<file path="src/rtl/dual_bus_pkg.sv">
`default_nettype none
// ============================================================================
// Module   : dual_bus_pkg
// Purpose  : Shared types and limits for the dual-bus request responder.
// Revision : 1.0 - initial release
// ============================================================================
package dual_bus_pkg;

    localparam int ACK_DLY_MAX = 5;

    typedef enum logic [1:0] {
        IDLE = 2'd0,
        WAIT = 2'd1,
        ACK  = 2'd2,
        DONE = 2'd3
    } state_t;

    typedef enum logic {
        CH1 = 1'b0,
        CH2 = 1'b1
    } chan_t;

endpackage
`default_nettype wire

</file>
<file path="src/rtl/rise_det.sv">
`default_nettype none
// ============================================================================
// Module   : rise_det
// Purpose  : Registers a request level and flags its rising edge.
// Revision : 1.0 - initial release
// ============================================================================
module rise_det (
    input  logic clk,
    input  logic reset,
    input  logic i_req,
    output logic o_rise
);

    logic r_req_q;

    // Clearing on reset makes a request held across reset release count as new.
    always_ff @(posedge clk or negedge reset) begin
        if (!reset) begin
            r_req_q <= 1'b0;
        end else begin
            r_req_q <= i_req;
        end
    end

    assign o_rise = i_req & ~r_req_q;

endmodule
`default_nettype wire

</file>
<file path="src/rtl/dual_bus_responder.sv">
`default_nettype none
// ============================================================================
// Module   : dual_bus_responder
// Purpose  : Services one of two level-held request buses with a delayed ack.
//            Optional abort pulse output enabled by DUAL_BUS_ABORT_ERR_EN.
// Revision : 1.0 - initial release
// ============================================================================
module dual_bus_responder
    import dual_bus_pkg::*;
#(
    parameter int ACK_DLY = 2
) (
    input  logic clk,
    input  logic reset,
    input  logic bus_select,
    input  logic req1,
    input  logic req2,
    output logic ack1,
    output logic ack2,
    output logic busy,
    output logic done
`ifdef DUAL_BUS_ABORT_ERR_EN
    ,
    output logic err
`endif
);

    generate
        if (ACK_DLY < 0 || ACK_DLY > ACK_DLY_MAX) begin : g_ack_dly_check
            $fatal(1, "dual_bus_responder: ACK_DLY out of range 0..ACK_DLY_MAX");
        end
    endgenerate

    localparam logic [2:0] c_ack_dly = 3'(ACK_DLY);

    logic       w_rise1;
    logic       w_rise2;
    logic       w_req_ch;
    state_t     r_state;
    chan_t      r_ch;
    logic [2:0] r_cnt;
    logic       r_ack1;
    logic       r_ack2;
    logic       r_busy;
    logic       r_done;
`ifdef DUAL_BUS_ABORT_ERR_EN
    logic       r_err;
`endif

    rise_det u_rise1 (
        .clk    (clk),
        .reset  (reset),
        .i_req  (req1),
        .o_rise (w_rise1)
    );

    rise_det u_rise2 (
        .clk    (clk),
        .reset  (reset),
        .i_req  (req2),
        .o_rise (w_rise2)
    );

    assign w_req_ch = (r_ch == CH1) ? req1 : req2;

    always_ff @(posedge clk or negedge reset) begin
        if (!reset) begin
            r_state <= IDLE;
            r_ch    <= CH1;
            r_cnt   <= 3'd0;
            r_ack1  <= 1'b0;
            r_ack2  <= 1'b0;
            r_busy  <= 1'b0;
            r_done  <= 1'b0;
`ifdef DUAL_BUS_ABORT_ERR_EN
            r_err   <= 1'b0;
`endif
        end else begin
            r_done <= 1'b0;
`ifdef DUAL_BUS_ABORT_ERR_EN
            r_err  <= 1'b0;
`endif
            case (r_state)
                IDLE: begin
                    // Only the selected bus may start a transaction; the other rise is dropped.
                    if (!bus_select && w_rise1) begin
                        r_state <= WAIT;
                        r_ch    <= CH1;
                        r_cnt   <= c_ack_dly;
                        r_busy  <= 1'b1;
                    end else if (bus_select && w_rise2) begin
                        r_state <= WAIT;
                        r_ch    <= CH2;
                        r_cnt   <= c_ack_dly;
                        r_busy  <= 1'b1;
                    end
                end
                WAIT: begin
                    if (!w_req_ch) begin
                        r_state <= IDLE;
                        r_busy  <= 1'b0;
`ifdef DUAL_BUS_ABORT_ERR_EN
                        r_err   <= 1'b1;
`endif
                    end else if (r_cnt == 3'd0) begin
                        r_state <= ACK;
                        r_ack1  <= (r_ch == CH1);
                        r_ack2  <= (r_ch == CH2);
                    end else begin
                        r_cnt <= r_cnt - 3'd1;
                    end
                end
                ACK: begin
                    if (!w_req_ch) begin
                        r_state <= DONE;
                        r_ack1  <= 1'b0;
                        r_ack2  <= 1'b0;
                        r_done  <= 1'b1;
                    end
                end
                DONE: begin
                    r_state <= IDLE;
                    r_busy  <= 1'b0;
                end
                default: begin
                    r_state <= IDLE;
                    r_ack1  <= 1'b0;
                    r_ack2  <= 1'b0;
                    r_busy  <= 1'b0;
                end
            endcase
        end
    end

    assign ack1 = r_ack1;
    assign ack2 = r_ack2;
    assign busy = r_busy;
    assign done = r_done;
`ifdef DUAL_BUS_ABORT_ERR_EN
    assign err  = r_err;
`endif

endmodule
`default_nettype wire

</file>
<file path="config.mk">
export PLATFORM = sky130hd
export DESIGN_NAME = dual_bus_responder
export DESIGN_NICKNAME = d
export VERILOG_FILES = /design/src/rtl/dual_bus_pkg.sv /design/src/rtl/rise_det.sv /design/src/rtl/dual_bus_responder.sv
export SDC_FILE = /design/constraint.sdc
export NUM_CORES = 1
export LEC_CHECK = 0
export CORE_MARGIN = 5
export CORE_UTILIZATION = 45
export CTS_CLUSTER_DIAMETER = 80
export DETAILED_ROUTE_END_ITERATION = 8
export PLACE_DENSITY = 0.68
export SLEW_MARGIN = 20
export SYNTH_ARGS = -nofsm -noshare
export SYNTH_HDL_FRONTEND = slang
export SYNTH_SLANG_ARGS = --single-unit
export TNS_END_PERCENT = 10
</file>
<file path="constraint.sdc">
create_clock -name clk -period 4.3 [get_ports clk]
set_clock_uncertainty 0.15 [all_clocks]
set_input_delay 0.86 -clock clk [delete_from_list [all_inputs] [get_ports clk]]
set_output_delay 0.86 -clock clk [all_outputs]
set_load 0.005 [all_outputs]
</file>
### Word level (Yosys, flattened, before mapping)

Cells that the tools add are included.

| word-level totals | value |
|---|---|
| register bits | 12 |
| bits of input ports | 5 |
| output and inout port bits | 4 |
| logic and storage cells | 64 |

| operators by class | value |
|---|---|
| $add $sub $neg | 1 |
| equality and inequality tests | 10 |
| muxes and demuxes | 25 |
| bitwise gates (word level) | 5 |
| reductions and logical operators | 14 |

Operators with widths:

| cell | count |
|---|---|
| two-way mux 3 bit | 4 |
| two-way mux 1 bit | 11 |
| two-way mux 2 bit | 5 |
| != test 2 bit (second input constant) | 5 |
| case mux 2 bit (4 select lines) | 1 |
| AND reduction 4 bit | 2 |
| != test 3 bit (second input constant) | 2 |
| case mux 3 bit (2 select lines) | 1 |
| AND reduction 3 bit | 2 |
| nonzero test 2 bit | 3 |
| equality test 2 bit (second input constant) | 2 |
| case mux 1 bit (2 select lines) | 2 |
| zero test 3 bit | 1 |
| NOT 1 bit | 3 |
| case mux 1 bit (3 select lines) | 1 |
| nonzero test 3 bit | 1 |
| subtractor 3 x 1 -> 3 bit (second input constant) | 1 |
| bitwise AND 1 bit | 2 |
| equality test 2 x 1 -> 1 bit (second input constant) | 1 |
| logical AND 1 bit | 2 |
| zero test 2 bit | 1 |
| AND reduction 2 bit | 1 |
| zero test 1 bit | 1 |

### Logic depth before layout (Yosys ltp)

Gate-level depths: netlist of the first run.

| logic depth | value |
|---|---|
| depth in word-level cells | 6 |
| depth in mapped cells | 5 |
| mapped depth without buffers | 5 |

### By module

From an unflattened synthesis of the first run, not the netlist that was laid out.

| unflattened totals | value |
|---|---|
| cell total of the unflattened synthesis | 53 |
| area total of the unflattened synthesis | 619.3 µm² |

Modules (own cells, without submodules):

| module | instances | cells an instance | area each (µm²) | sequential area each (µm²) |
|---|---|---|---|---|
| dual_bus_responder | 1 | 49 | 541.8 | 250.2 |
| rise_det | 2 | 2 | 38.8 | 25.0 |

### Least setup slack after synthesis of the first run

OpenSTA, ideal clock, no wires.

| timing | value |
|---|---|
| kind | input to register |
| start point | in bus_select |
| end point | reg r_cnt[0] |
| library setup time | 0.134 ns |
| arrival time | 1.630 ns |
| required time | 4.016 ns |
| slack | 2.386 ns |
| stages | 3 |
| path buffers | 0 |
| cell sequence | or3b_4 a211oi_4 o21ai_0 |

| on the way | value |
|---|---|
| word-level cells in the longest chain between the ends | 4 |
| elaborated cells between the ends (all ways) | 7 |
| those cells by class | eq/ne: 1; mux: 2; reduce/logical: 4 |

RTL lines:

| element | RTL line | RTL |
|---|---|---|
| from (decl) | dual_bus_responder.sv:15 | `input logic bus_select,` |
| zero test 1 bit | dual_bus_responder.sv:86 | `if (!bus_select && w_rise1) begin` |
| logical AND 1 bit | dual_bus_responder.sv:86 |  |
| != test 3 bit (no source line) or two-way mux 3 bit (tied branches) | -- |  |
| AND reduction 4 bit (no source line) or case mux 3 bit (2 select lines) (tied branches) | -- |  |
| to (signal assigned) | dual_bus_responder.sv:89 | `r_cnt <= c_ack_dly;` |
| to (signal assigned) | dual_bus_responder.sv:94 | `r_cnt <= c_ack_dly;` |
| to (signal assigned) | dual_bus_responder.sv:110 | `r_cnt <= r_cnt - 3'd1;` |
| to (decl) | dual_bus_responder.sv:41 | `logic [2:0] r_cnt;` |

Several ways; a longest one is shown, not always the timed one.
A chain may end at the register's enable or synchronous reset.

### Worst setup path after layout of the first run

| timing | value |
|---|---|
| start point | in req1 |
| end point | reg r_cnt[0] |

| on the way | value |
|---|---|
| word-level cells in the longest chain between the ends | 4 |
| elaborated cells between the ends (all ways) | 8 |
| those cells by class | eq/ne: 2; mux: 3; bitwise: 1; reduce/logical: 2 |

RTL lines:

| element | RTL line | RTL |
|---|---|---|
| from (decl) | dual_bus_responder.sv:16 | `input logic req1,` |
| bitwise AND 1 bit | rise_det.sv:25 | `assign o_rise = i_req & ~r_req_q;` |
| logical AND 1 bit | dual_bus_responder.sv:86 |  |
| != test 3 bit (no source line) or two-way mux 3 bit (tied branches) | -- |  |
| AND reduction 4 bit (no source line) or case mux 3 bit (2 select lines) (tied branches) | -- |  |

Several ways; a longest one is shown, not always the timed one.

==> results of run 1 <==
==> Yosys cell counts (2+ instances only) <==
| cell | n |
|---|---|
| nor2_1 | 2 |
| ha_1 | 2 |
| nor2b_1 | 3 |
| a31oi_1 | 2 |
| nand4_1 | 3 |
| a21oi_1 | 2 |
| nand2b_1 | 3 |
| a221oi_1 | 2 |
| inv_1 | 5 |
| o21ai_0 | 4 |
| o31ai_1 | 3 |
| nor3_1 | 2 |
| dfrtp_1 | 12 |
==> through the flow <==
stage / worst slack (ns) / hold WS (ns) / cell area, sq um / total power [mW]
after global placement: 1.82 / 0.345 / 711 / 0.391
after detailed placement: 1.75 / 0.350 / 711 / 0.395
after CTS: 2.05 / 0.367 / 747 / 0.485
after floorplan: 2.39 / 0.331 / 633 / 0.340
after global routing: 1.98 / 0.394 / 747 / 0.530
final: 2.02 / 0.361 / 747 / 0.480
==> worst max-delay path, stage by stage <==
cell             delay (ns)
clkdlybuf4s50_1        0.53
or3b_4                 0.42
a211oi_4               0.30
o21ai_0                0.15
==> how the worst max path moves through the flow <==
| stage | start | end | depth (start not counted) | slack (ns) |
|---|---|---|---|---|
| 6_report | req1 | r_cnt[0]$_DFFE_PN0P_ | 4 | 2.02 |
| 5_1_grt | req1 | r_cnt[0]$_DFFE_PN0P_ | 4 | 1.98 |
| 4_1_cts | req1 | r_cnt[0]$_DFFE_PN0P_ | 4 | 2.05 |
| 3_5_place_dp | req1 | r_cnt[0]$_DFFE_PN0P_ | 4 | 1.75 |
| 3_3_place_gp | req1 | r_cnt[0]$_DFFE_PN0P_ | 4 | 1.82 |
| 2_1_floorplan | bus_select | r_cnt[0]$_DFFE_PN0P_ | 3 | 2.39 |
==> per-layer routing <==
metal,vias to the layer above,global-route usage [%]
met5,-,0
met1,225,17.9
li1,233,-
met4,0,8.29
met2,10,18.4
met3,2,5.64
==> registers in the layout, indices dropped and copies added, names as in the netlist, named ones only <==
| name | flops |
|---|---|
| u_rise1.r_req_q | 1 |
| done | 1 |
| ack1 | 1 |
| u_rise2.r_req_q | 1 |
| r_ch | 1 |
| r_cnt | 3 |
| busy | 1 |
| r_state | 1 |
| ack2 | 1 |
==> cells by family (layout without fill, tap and decap cells) <==
kind of cell / count (synthesis) / after routing
compound gates: 18 / 18
fa+ha+maj: 2 / 2
flops: 12 / 12
buf+inv: 8 / 17
mux: 2 / 2
simple gates: 16 / 16
==> power by group <==
part	switching [mW]	total, mW	internal [mW]
logic	0.0876	0.188	0.100
registers	0.0527	0.204	0.152
clock network	0.0362	0.0877	0.0515
total	0.177	0.480	0.303
==> final cells by class <==
class                   count  area, sq um  area share [%]
flip-flops and latches     12          300            40.2
clock buffers               4         36.3            4.86
inverters                   5         18.8            2.51
multi-input cells          38          293            39.2
well taps                  15         18.8            2.51
repair buffers              8         80.1            10.7
==> impl_metrics.env, run 1 <==
export IMPL_synth_simple_gate_area_share_pct=15.6
export IMPL_synth_top_area_share_pct=47.4
export IMPL_path_class="input port to flip-flop"
export IMPL_synth_compound_area_share_pct=22.7
export IMPL_dp_cells=78
export IMPL_crit_required_ns=4.29
export IMPL_port_buffers=8
export IMPL_grt_pass1_vias=440
export IMPL_finalMaxSlewViolations=0
export IMPL_rows=13
export IMPL_synth_cell_type_count=26
export IMPL_via_per_inst=5.73
export IMPL_drtIter0Drc=20
export IMPL_synth_area_sq_um=633
export IMPL_pin_count=9
export IMPL_top_layer="met4"
export IMPL_holdPathStages=1
export IMPL_grt_start_max_net_pins=14
export IMPL_worstSkewPairLatency_ns=0.27
export IMPL_finalHoldViolations=0
export IMPL_rrSetupSlack_ns=2.69
export IMPL_netlist_instances=58
export IMPL_track_usage_pct=13.6
export IMPL_synth_fa_ha_area_share_pct=3.95
export IMPL_slew_limit_headroom_pct=64.6
export IMPL_yosysWarningCount=0
export IMPL_reg2reg_from="r_cnt[0]$_DFFE_PN0P_"
export IMPL_cts_buffers=3
export IMPL_power_density_mw_per_mm2=642
export IMPL_gp_congestion=0.790
export IMPL_setup_violations_final=0
export IMPL_endpoint_kind="flip-flop"
export IMPL_synthXorXnorAreaFrac_pct=0
export IMPL_finalCritPeriodShare_pct=53.0
export IMPL_arrival_ns=2.27
export IMPL_area_delta_synth_final_pct=18.0
export IMPL_root_buffer="clkbuf_4"
export IMPL_cts_htree_levels=1
export IMPL_critPathMaxFanout=5
export IMPL_clk_path_buf_depth=2
export IMPL_dr_pass1_iters=4
export IMPL_cts_resized=0
export IMPL_wl_met2_microns=543
export IMPL_dieHeight_microns=47.5
export IMPL_status="complete, no violations"
export IMPL_initial_core_util_pct=48.1
export IMPL_antenna_found_initial=0
export IMPL_post_synth_top_area_cell="dfrtp_1"
export IMPL_fin_crit_ns=2.28
export IMPL_synth_edff_count=0
export IMPL_postRouteAntennaNets=0
export IMPL_min_to="r_cnt[1]$_DFFE_PN0P_"
export IMPL_setup_tns_ns=0
export IMPL_nets=75
export IMPL_drc=0
export IMPL_ir_drop_uv=272
export IMPL_final_core_util_pct=56.7
export IMPL_wl_microns=1160
export IMPL_routedWlPerCell_microns=14.1
export IMPL_postSynthAreaPerCell_sq_um=10.9
export IMPL_grt_pass1_wl_microns=2020
export IMPL_ys_seq_area_share_pct=47.4
export IMPL_max_freq_ghz=0.438
export IMPL_synthMuxAreaShare_pct=3.95
export IMPL_tightest_slew_ns=0.529
export IMPL_die_area_sq_mm=0.00226
export IMPL_holdCritPathClass="flip-flop to flip-flop"
export IMPL_cts_setup_buffers=0
export IMPL_nFillCells=117
export IMPL_clock_sinks=12
export IMPL_dieWidth_microns=47.5
export IMPL_synth_area_leaders="dfrtp_1 47%, ha_1 4.0%, o31ai_1 3.6%"
export IMPL_ys_ff_latch=12
export IMPL_core_area_sq_mm=0.00132
export IMPL_grt_ovfl_total=0
export IMPL_grt_setup_unrepaired="false"
export IMPL_cts_tree="done"
export IMPL_ys_async_sr_fraction_pct=100
export IMPL_path_clk_slew_ns=0.07
export IMPL_diodes=0
export IMPL_vias=470
export IMPL_synth_top_family_by_area="compound AO/OA/AOI/OAI gates"
export IMPL_static_leakage_power_nw=0.312
export IMPL_drive_gt1_share_pct=14.9
export IMPL_r2r_cells=5
export IMPL_met3WireLength_microns=51
export IMPL_final_cell_mix="12 x dfrtp_1, 8 x clkdlybuf4s50_1, 5 x inv_1"
export IMPL_drv_cap=0
export IMPL_ys_flop_type="dfrtp_1"
export IMPL_r2r_end="r_cnt[1]$_DFFE_PN0P_"
export IMPL_worstHoldStart="r_cnt[1]$_DFFE_PN0P_"
export IMPL_dp_hpwl_microns=828
export IMPL_start_kind="input port"
export IMPL_met1_length_microns=552
export IMPL_stdcell_count=82
export IMPL_hold_buffers=0
export IMPL_synth_nets=65
export IMPL_mostFrequentLayoutCell="dfrtp_1"
No activity file was read; power rests on OpenSTA's default activity.
==> run 2, diff against run 1 <==
Settings changed: PLACE_DENSITY 0.68 to 0.7.
Clock period 4.3 ns to 2 ns, I/O delays scaled along.
==> run 2 against run 1 <==
Net effect:
- power rose by 120%
- hold slack worse by 0.040 ns
- largest power group unchanged
- critical endpoint is now r_ch$_DFFE_PN0P_
- cell count is 3.7% higher
- combinational power grew 130%
- sequential share of layout area fell by 1.2 points
- flip-flop and latch count unchanged
- clock-buffer cell count did not move
- critical path depth unchanged
- sequential power up 110%
- die area stayed put
- core utilization is 1.7 points higher
==> impl_metrics.env, run 2 (synthesis results as in run 1) <==
export IMPL_largest_register="r_cnt"
export IMPL_grt_ovfl_total=0
export IMPL_fin_hold_ws_ns=0.322
export IMPL_finalHoldViolations=0
export IMPL_grt_setup_unrepaired="false"
export IMPL_routedWlPerCell_microns=14.9
export IMPL_cts_buffers=3
export IMPL_arrival_ns=1.78
export IMPL_drv_cap=0
export IMPL_antenna_found_initial=0
export IMPL_mostFrequentLayoutCell="dfrtp_1"
export IMPL_postRouteAntennaNets=0
export IMPL_via_per_inst=5.56
export IMPL_wl_microns=1270
export IMPL_worstSetupStartpoint="req1"
export IMPL_cp_slowest_stage_delay_ns=0.47
export IMPL_cts_setup_buffers=0
export IMPL_finalMaxSlewViolations=0
export IMPL_nets=78
export IMPL_drive_gt1_share_pct=18.6
export IMPL_grt_start_max_net_pins=14
export IMPL_grt_pass1_wl_microns=2240
export IMPL_r2r_end="r_cnt[1]$_DFFE_PN0P_"
export IMPL_dr_pass1_iters=4
export IMPL_path_class="input port to flip-flop"
export IMPL_cts_resized=0
export IMPL_dieHeight_microns=47.5
export IMPL_start_kind="input port"
export IMPL_final_cell_mix="12 x dfrtp_1, 8 x clkdlybuf4s50_1, 5 x inv_1"
export IMPL_cts_tree="done"
export IMPL_rrSetupSlack_ns=0.36
export IMPL_max_freq_ghz=0.582
export IMPL_setup_violations_final=0
export IMPL_diodes=0
export IMPL_largest_reg_flops=3
export IMPL_tightest_slew_ns=0.540
export IMPL_static_leakage_power_nw=0.326
export IMPL_grt_pass1_vias=510
export IMPL_holdCritPathClass="input port to async pin"
export IMPL_hold_buffers=0
export IMPL_dp_hpwl_microns=871
export IMPL_cts_htree_levels=1
export IMPL_slew_limit_headroom_pct=63.9
export IMPL_setup_tns_ns=0
export IMPL_cp_depth=4
export IMPL_port_buffers=8
export IMPL_pin_count=9
export IMPL_die_area_sq_mm=0.00226
export IMPL_track_usage_pct=14.7
export IMPL_fin_crit_ns=1.72
export IMPL_drc=0
export IMPL_critPathMaxFanout=5
export IMPL_worstSkewPairLatency_ns=0.27
export IMPL_root_buffer="clkbuf_4"
export IMPL_final_core_util_pct=58.4
export IMPL_path_clk_slew_ns=0.08
export IMPL_vias=473
export IMPL_endpoint_kind="flip-flop"
export IMPL_clk_path_buf_depth=2
export IMPL_cp_num_buf_inv=1
export IMPL_initial_core_util_pct=48.1
export IMPL_drtIter0Drc=16
export IMPL_reg2reg_from="r_cnt[0]$_DFFE_PN0P_"
export IMPL_slowest_stage="clkdlybuf4s50_1"
export IMPL_finalCritPeriodShare_pct=85.8
export IMPL_dieWidth_microns=47.5
export IMPL_r2r_cells=5
export IMPL_power_density_mw_per_mm2=1380
export IMPL_critPathTopFamily="compound AO/OA/AOI/OAI gates"
export IMPL_p_total_mw=1.06
export IMPL_clock_sinks=12
export IMPL_rows=13
export IMPL_gp_congestion=0.776
export IMPL_path_cells="clkdlybuf4s50_1 -> or3b_4 -> a211oi_4 -> o32a_2"
export IMPL_area_delta_synth_final_pct=21.5
export IMPL_crit_required_ns=2.07
export IMPL_ir_drop_uv=671
export IMPL_core_area_sq_mm=0.00132
export IMPL_status="complete, no violations"
## run 2: cell types whose count changed in the layout (fill, tap and decap cells not counted), sizes merged
cell | before | now
buf | 0 | 3
## run 2: final cells by class
type / instances / area (sq um)
Sequential cell: 12 / 300
Timing Repair Buffer: 11 / 103
Clock buffer: 4 / 36.3
Fill cell: 113 / 548
Inverter: 5 / 18.8
Multi-Input combinational cell: 38 / 293
Tap cell: 15 / 18.8
## run 2: worst max path at each step
stage | end | slack, ns
finish | r_ch$_DFFE_PN0P_ | 0.28
global route | r_cnt[0]$_DFFE_PN0P_ | 0.20
CTS | ack1 | 0.28
detailed placement | r_cnt[0]$_DFFE_PN0P_ | -0.01
global placement | r_cnt[0]$_DFFE_PN0P_ | 0.02
floorplan | busy$_DFFE_PN0P_ | 0.51
## run 2: power breakdown
part | switching (mW) | internal [mW] | total, mW
Combinational | 0.196 | 0.231 | 0.427
Clock | 0.0857 | 0.111 | 0.196
Sequential | 0.112 | 0.326 | 0.438
Total | 0.394 | 0.668 | 1.06
## run 2: stage by stage
step	worst slack (ns)	cell area [sq um]	instances
after floorplan	0.511	633	58
after global placement	0.0213	733	81
after detailed placement	-0.0129	733	81
after CTS	0.279	769	85
after global routing	0.199	769	85
final	0.283	769	85
## run 2: routing by layer
layer / track usage [%] / vias to the layer above / part of all wire, %
met5: 0 / - / 0
met4: 9.39 / 0 / 0.47
met3: 3.38 / 2 / 4.0
met2: 21.7 / 6 / 47
met1: 19.2 / 223 / 48
li1: - / 242 / -
